[config.mk]
export PLATFORM = sky130hd
export DESIGN_NAME = face_classifier_mac_pipe
export DESIGN_NICKNAME = d
export VERILOG_FILES = /design/src/rtl/face_classifier_mac_pipe.sv
export SDC_FILE = /design/constraint.sdc
export NUM_CORES = 1
export LEC_CHECK = 0
export CAP_MARGIN = 20
export CORE_MARGIN = 2
export CORE_UTILIZATION = 35
export DETAILED_ROUTE_END_ITERATION = 10
export PLACE_DENSITY = 0.52
export SLEW_MARGIN = 25
export SYNTH_ARGS = -nofsm -noshare
export SYNTH_HDL_FRONTEND = slang
export SYNTH_SLANG_ARGS = --single-unit
[constraint.sdc]
create_clock -name ap_clk -period 5.6 [get_ports ap_clk]
set_input_delay 1.12 -clock ap_clk [delete_from_list [all_inputs] [get_ports ap_clk]]
set_output_delay 1.12 -clock ap_clk [all_outputs]
set_load 0.02 [all_outputs]
[src/rtl/face_classifier_mac_pipe.sv]
// Pipelined signed multiply-accumulate for classifier dot products.
// Full-width products are summed per first/last-delimited vector, then rounded, shifted and saturated.
module face_classifier_mac_pipe #(
  parameter int din0_WIDTH = 13,
  parameter int din1_WIDTH = 13,
  parameter int dout_WIDTH = 13,
  parameter int ACC_WIDTH  = 32,
  parameter int FRAC_BITS  = 8,
  parameter int MUL_STAGES = 2,
  parameter bit SAT_EN     = 1'b1
) (
  input  logic                  ap_clk,
  input  logic                  ap_rst_n,
  input  logic                  ce,
  input  logic                  in_vld,
  input  logic                  in_first,
  input  logic                  in_last,
  input  logic [din0_WIDTH-1:0] din0,
  input  logic [din1_WIDTH-1:0] din1,
  output logic [dout_WIDTH-1:0] dout,
  output logic                  dout_vld,
  output logic                  ovf
);

  localparam int PW = din0_WIDTH + din1_WIDTH;
  localparam int RW = ACC_WIDTH + 1;

  logic [PW-1:0]         p_q [MUL_STAGES];
  logic [MUL_STAGES-1:0] vld_q, first_q, last_q;

  always_ff @(posedge ap_clk or negedge ap_rst_n) begin
    if (!ap_rst_n) begin
      for (int i = 0; i < MUL_STAGES; i++) p_q[i] <= '0;
      vld_q   <= '0;
      first_q <= '0;
      last_q  <= '0;
    end else if (ce) begin
      p_q[0]     <= $signed(din0) * $signed(din1);
      vld_q[0]   <= in_vld;
      first_q[0] <= in_first;
      last_q[0]  <= in_last;
      for (int i = 1; i < MUL_STAGES; i++) begin
        p_q[i]     <= p_q[i-1];
        vld_q[i]   <= vld_q[i-1];
        first_q[i] <= first_q[i-1];
        last_q[i]  <= last_q[i-1];
      end
    end
  end

  logic                 p_vld, p_first, p_last;
  logic [ACC_WIDTH-1:0] p_ext, acc_q, acc_sum, acc_new;
  logic                 sticky_q, sticky_new, add_ovf, res_q;

  assign p_vld   = vld_q[MUL_STAGES-1];
  assign p_first = first_q[MUL_STAGES-1];
  assign p_last  = last_q[MUL_STAGES-1];
  assign p_ext   = ACC_WIDTH'($signed(p_q[MUL_STAGES-1]));
  assign acc_sum = acc_q + p_ext;
  // Signed overflow: both addends share a sign the wrapped sum does not.
  assign add_ovf = (acc_q[ACC_WIDTH-1] == p_ext[ACC_WIDTH-1]) &&
                   (acc_sum[ACC_WIDTH-1] != acc_q[ACC_WIDTH-1]);
  assign acc_new    = p_first ? p_ext : acc_sum;
  assign sticky_new = p_first ? 1'b0 : (sticky_q | add_ovf);

  always_ff @(posedge ap_clk or negedge ap_rst_n) begin
    if (!ap_rst_n) begin
      acc_q    <= '0;
      sticky_q <= 1'b0;
      res_q    <= 1'b0;
    end else if (ce) begin
      res_q <= p_vld & p_last;
      if (p_vld) begin
        acc_q    <= acc_new;
        sticky_q <= sticky_new;
      end
    end
  end

  // Output stage reads the registered sum, so a following first can overwrite acc_q freely.
  logic [RW-1:0]         acc_x;
  logic signed [RW-1:0]  r;
  logic                  oor;
  logic [dout_WIDTH-1:0] dout_nxt;

  assign acc_x = {acc_q[ACC_WIDTH-1], acc_q};

  generate
    if (FRAC_BITS > 0) begin : g_round
      localparam logic [RW-1:0] HALF = RW'(1) << (FRAC_BITS - 1);
      logic [RW-1:0] rnd;
      assign rnd = acc_x + HALF;
      assign r   = $signed(rnd) >>> FRAC_BITS;
    end else begin : g_noround
      assign r = $signed(acc_x);
    end
  endgenerate

  // In range exactly when every bit above the dout sign bit matches it.
  assign oor = ~((&r[RW-1:dout_WIDTH-1]) | ~(|r[RW-1:dout_WIDTH-1]));

  always_comb begin
    dout_nxt = r[dout_WIDTH-1:0];
    if (SAT_EN && oor) dout_nxt = {r[RW-1], {(dout_WIDTH-1){~r[RW-1]}}};
  end

  always_ff @(posedge ap_clk or negedge ap_rst_n) begin
    if (!ap_rst_n) begin
      dout     <= '0;
      dout_vld <= 1'b0;
      ovf      <= 1'b0;
    end else if (ce) begin
      dout_vld <= res_q;
      if (res_q) begin
        dout <= dout_nxt;
        ovf  <= sticky_q | oor;
      end
    end
  end

endmodule
==> impl_metrics.csv <==
group,metric,value,unit
run_status,status,"finished with violations",
run_status,violations,"negative setup slack",
cells_and_area,final_layout_size_suffix_gt1_share,25.92,%
placed_design,globalplace.congestion,0.8205,
route,detail_route.wl_per_cell,14.81,µm
worst_setup_path,critical_path_class,"in2reg",
clock_tree,cts_buffer_depth,2,
worst_setup_path,cpMaxStageDelayCell,"fa_1",
route,drtIter0Drc,398,
global_routing,grt_overflow_total,0,
global_routing,grt.total_usage,16.21,%
synth,ys_types,62,
cells_and_area,syn_to_final_growth,26.77,%
timing,timing.fmax,169.4,MHz
worst_setup_path,cp.required,5.84,ns
timing,fin_crit_sh,105.4,%
route,firstDrtPassIters,5,
clock_tree,cts_hold_buffers,0,
worst_setup_path,critical_path.startpoint_type,"input pin",
synth,synthArstFlopShare,100.0,%
route,drtAntennaViolNets,0,
global_routing,grt_pass1_wl,50450,µm
synth,synth_seq_area_share,21.29,%
clock_tree,cts_root_buf,"clkbuf_16",
worst_setup_path,cp-end-kind,"flip-flop",
route,via_per_inst,4.877,
placed_design,hpwlAfterDp,22860,µm
synth,synth-edff-count,0,
worst_hold_path,min_path_type,"reg2reg",
cells_and_area,stdcell_count,1989,
clock_tree,clk_pin_slew_worst_paths,0.08,ns
synth,synth_fa_ha_area_share,35.79,%
timing,finalSetupTns,-2.428,ns
worst_setup_path,worstPathArrival,6.14,ns
timing,skew,0.007645,ns
die,die_area,37470,µm²
global_routing,antenna_found_initial,0,
synth,yosys_register_bits,107,
timing,hold_viol_final,0,
die,rows,69,
global_routing,grt_max_degree,65,
placed_design,dp_cells,1927,
clock_tree,insertion_delay,0.36,ns
timing,setup_ws,-0.3019,ns
synth,synth_top_family_by_area,"adder cells",
placed_design,portBuffers,46,
synth,synth.net_count,1640,
synth,synthCells,1346,
worst_setup_path,reg2reg_slack,2.10,ns
worst_setup_path,cpPeakStageDelay,0.57,ns
timing,slew_headroom,38.06,%
route,drc,0,
die,coreArea,35480,µm²
clock_tree,cts_buffers,9,
clock_tree,cts_tree,"done",
worst_setup_path,cp_max_fo,6,
cells_and_area,diodes,0,
global_routing,grt_pass1_vias,10140,
timing,final-max-slew-violation-count,0,
synth,synth-compound-area-share,11.38,%
worst_setup_path,crit_family,"adder cells",
die,start_util,35.45,%
timing,tightest_slew,0.9256,ns
cells_and_area,nNetsFinal,1817,
synth,synth-main-ff-cell,"dfrtp_1",
clock_tree,htreeDepth,3,
timing,rsz0062_at_grt,"true",
timing,setup_viol,14,
synth,postSynthAreaPerCell,9.344,µm²
die,die_w,193.6,µm
synth,yosys_warnings,0,
timing,fin_crit,5.902,ns
synth,synthXorXnorAreaFrac,4.039,%
die,die_y,193.6,µm
run,maxCapViolCount,0,
route,wirelength,29460,µm
worst_setup_path,cp_common_cell,"fa_1",
clock_tree,clock-sinks,107,
worst_setup_path,crit_buf_inv,6,
worst_setup_path,path_cells,"buf_8, buf_6, and2_4, fa_1, inv_2, fa_1, inv_1, fa_1, fa_1, fa_1, fa_2, ha_4, nand2_4, o31ai_4, o41ai_4, buf_6, buf_6, o21ai_4, a21oi_2, xnor2_1, mux2_4",
synth,synthMuxAreaShare,5.094,%
route,vias,9701,
synth,synth-simple-area-share,15.43,%
synth,syn_area,12580,µm²
die,ios,47,
routing by layer:
| layer | global-route usage (%) | vias to the layer above | routed length (µm) |
|---|---|---|---|
| met1 | 22.19 | 4749 | 14100 |
| li1 | - | 4784 | - |
| met4 | 3.958 | 0 | 412 |
| met2 | 27.92 | 139 | 14260 |
| met3 | 1.203 | 29 | 684 |
| met5 | 0 | - | 0 |
placed cells by master, fill, tap and decap left out, types with 7 or more instances in the layout:
master	instances
inv_1	161
nand2_1	150
fa_1	146
buf_4	129
dfrtp_1	107
ha_1	69
nor2_1	68
and2_1	56
a21oi_1	56
o21ai_0	48
mux2_2	42
buf_6	39
xnor2_1	33
ha_4	28
a21o_1	23
xor2_1	23
nand3_1	21
and2_4	19
clkdlybuf4s50_1	19
a211oi_1	18
fa_2	17
buf_2	17
inv_2	15
nor3_1	14
nand4_1	13
nand2b_1	11
mux2i_1	10
clkbuf_16	9
o21a_1	8
a31oi_1	7
o31ai_1	7
nor3b_1	7
Yosys cell counts, types with 7 or more instances:
| master | n | share of area (%) |
|---|---|---|
| xnor2_1 | 35 | 2.4 |
| xor2_1 | 23 | 1.6 |
| fa_1 | 163 | 26 |
| a211oi_1 | 20 | 1.2 |
| and2_1 | 76 | 3.8 |
| a21oi_1 | 62 | 2.5 |
| o21ai_0 | 54 | 2.1 |
| mux2i_1 | 10 | 0.80 |
| nor2_1 | 72 | 2.1 |
| o31ai_1 | 8 | 0.48 |
| nor3b_1 | 7 | 0.42 |
| mux2_2 | 48 | 4.3 |
| nand3_1 | 23 | 0.92 |
| clkbuf_1 | 47 | 1.4 |
| a21o_1 | 23 | 1.4 |
| nand4_1 | 13 | 0.65 |
| inv_1 | 176 | 5.3 |
| dfrtp_1 | 107 | 21 |
| nand2_1 | 159 | 4.7 |
| nor3_1 | 17 | 0.68 |
| o21a_1 | 8 | 0.48 |
| a31oi_1 | 8 | 0.40 |
| nand2b_1 | 12 | 0.60 |
| ha_1 | 99 | 9.8 |
cell type report:
cell class / count / area [µm²]
clock buffer: 11 / 242.7
clock inverter: 5 / 67.56
fill: 3434 / 19540
inverter: 178 / 669.4
multi-input combinational: 1008 / 9836
sequential: 107 / 2678
tap: 461 / 576.8
timing repair buffer: 219 / 1874
stage by stage:
| stage | util [%] | hold WS (ns) | cell area (µm²) | setup slack [ns] |
|---|---|---|---|---|
| after CTS | 44.10 | 0.4882 | 15650 | -0.3766 |
| after global placement | 41.09 | 0.4625 | 14580 | -1.125 |
| final | 44.93 | 0.4822 | 15940 | -0.3019 |
| after floorplan | - | 0.4462 | 12820 | -0.4489 |
| after global routing | 44.93 | 0.5098 | 15940 | -0.4382 |
| after detailed placement | 41.11 | 0.4695 | 14590 | -1.225 |
timing repair:
| item | in CTS | in global routing |
|---|---|---|
| pin swaps | 105 | 61 |
| setup buffers | 35 | 10 |
| resized for setup | 216 | 66 |
| endpoints found under the setup margin | 16 | 16 |
| gates cloned | 4 | 0 |
registers in the layout, summed over array words and instances, names as in the netlist, 2 cells and up:
name	cells
p_q	26
vld_q	2
dout	13
acc_q	32
first_q	2
last_q	2
p_ext	26
worst paths after layout:
check	startpoint	endpoint	cells past startpoint
min reg2reg	p_q[36]$_DFFE_PN0P_	p_q[36]$_DFFE_PN0P_	1
min in group asynchronous	ap_rst_n	acc_q[5]$_DFFE_PN0P_	1
min	p_q[36]$_DFFE_PN0P_	p_q[36]$_DFFE_PN0P_	1
max in group asynchronous	ap_rst_n	vld_q[0]$_DFFE_PN0P_	2
max reg2reg	acc_q[14]$_DFFE_PN0P_	dout[6]$_DFFE_PN0P_	8
max	din1[2]	p_q[46]$_DFFE_PN0P_	21
kinds of logic (layout without fill, tap and decap cells):
group	after synthesis	after routing
AND/OR/NAND/NOR	405	405
XOR/XNOR	58	58
AO/OA/AOI/OAI	225	225
buffers and inverters	231	413
flip-flops	107	107
multiplexers	58	58
adder cells (fa/ha/maj)	262	262
Power is not shown: default switching activity piles up to over one toggle a cycle in this logic, so the estimate is an artifact.
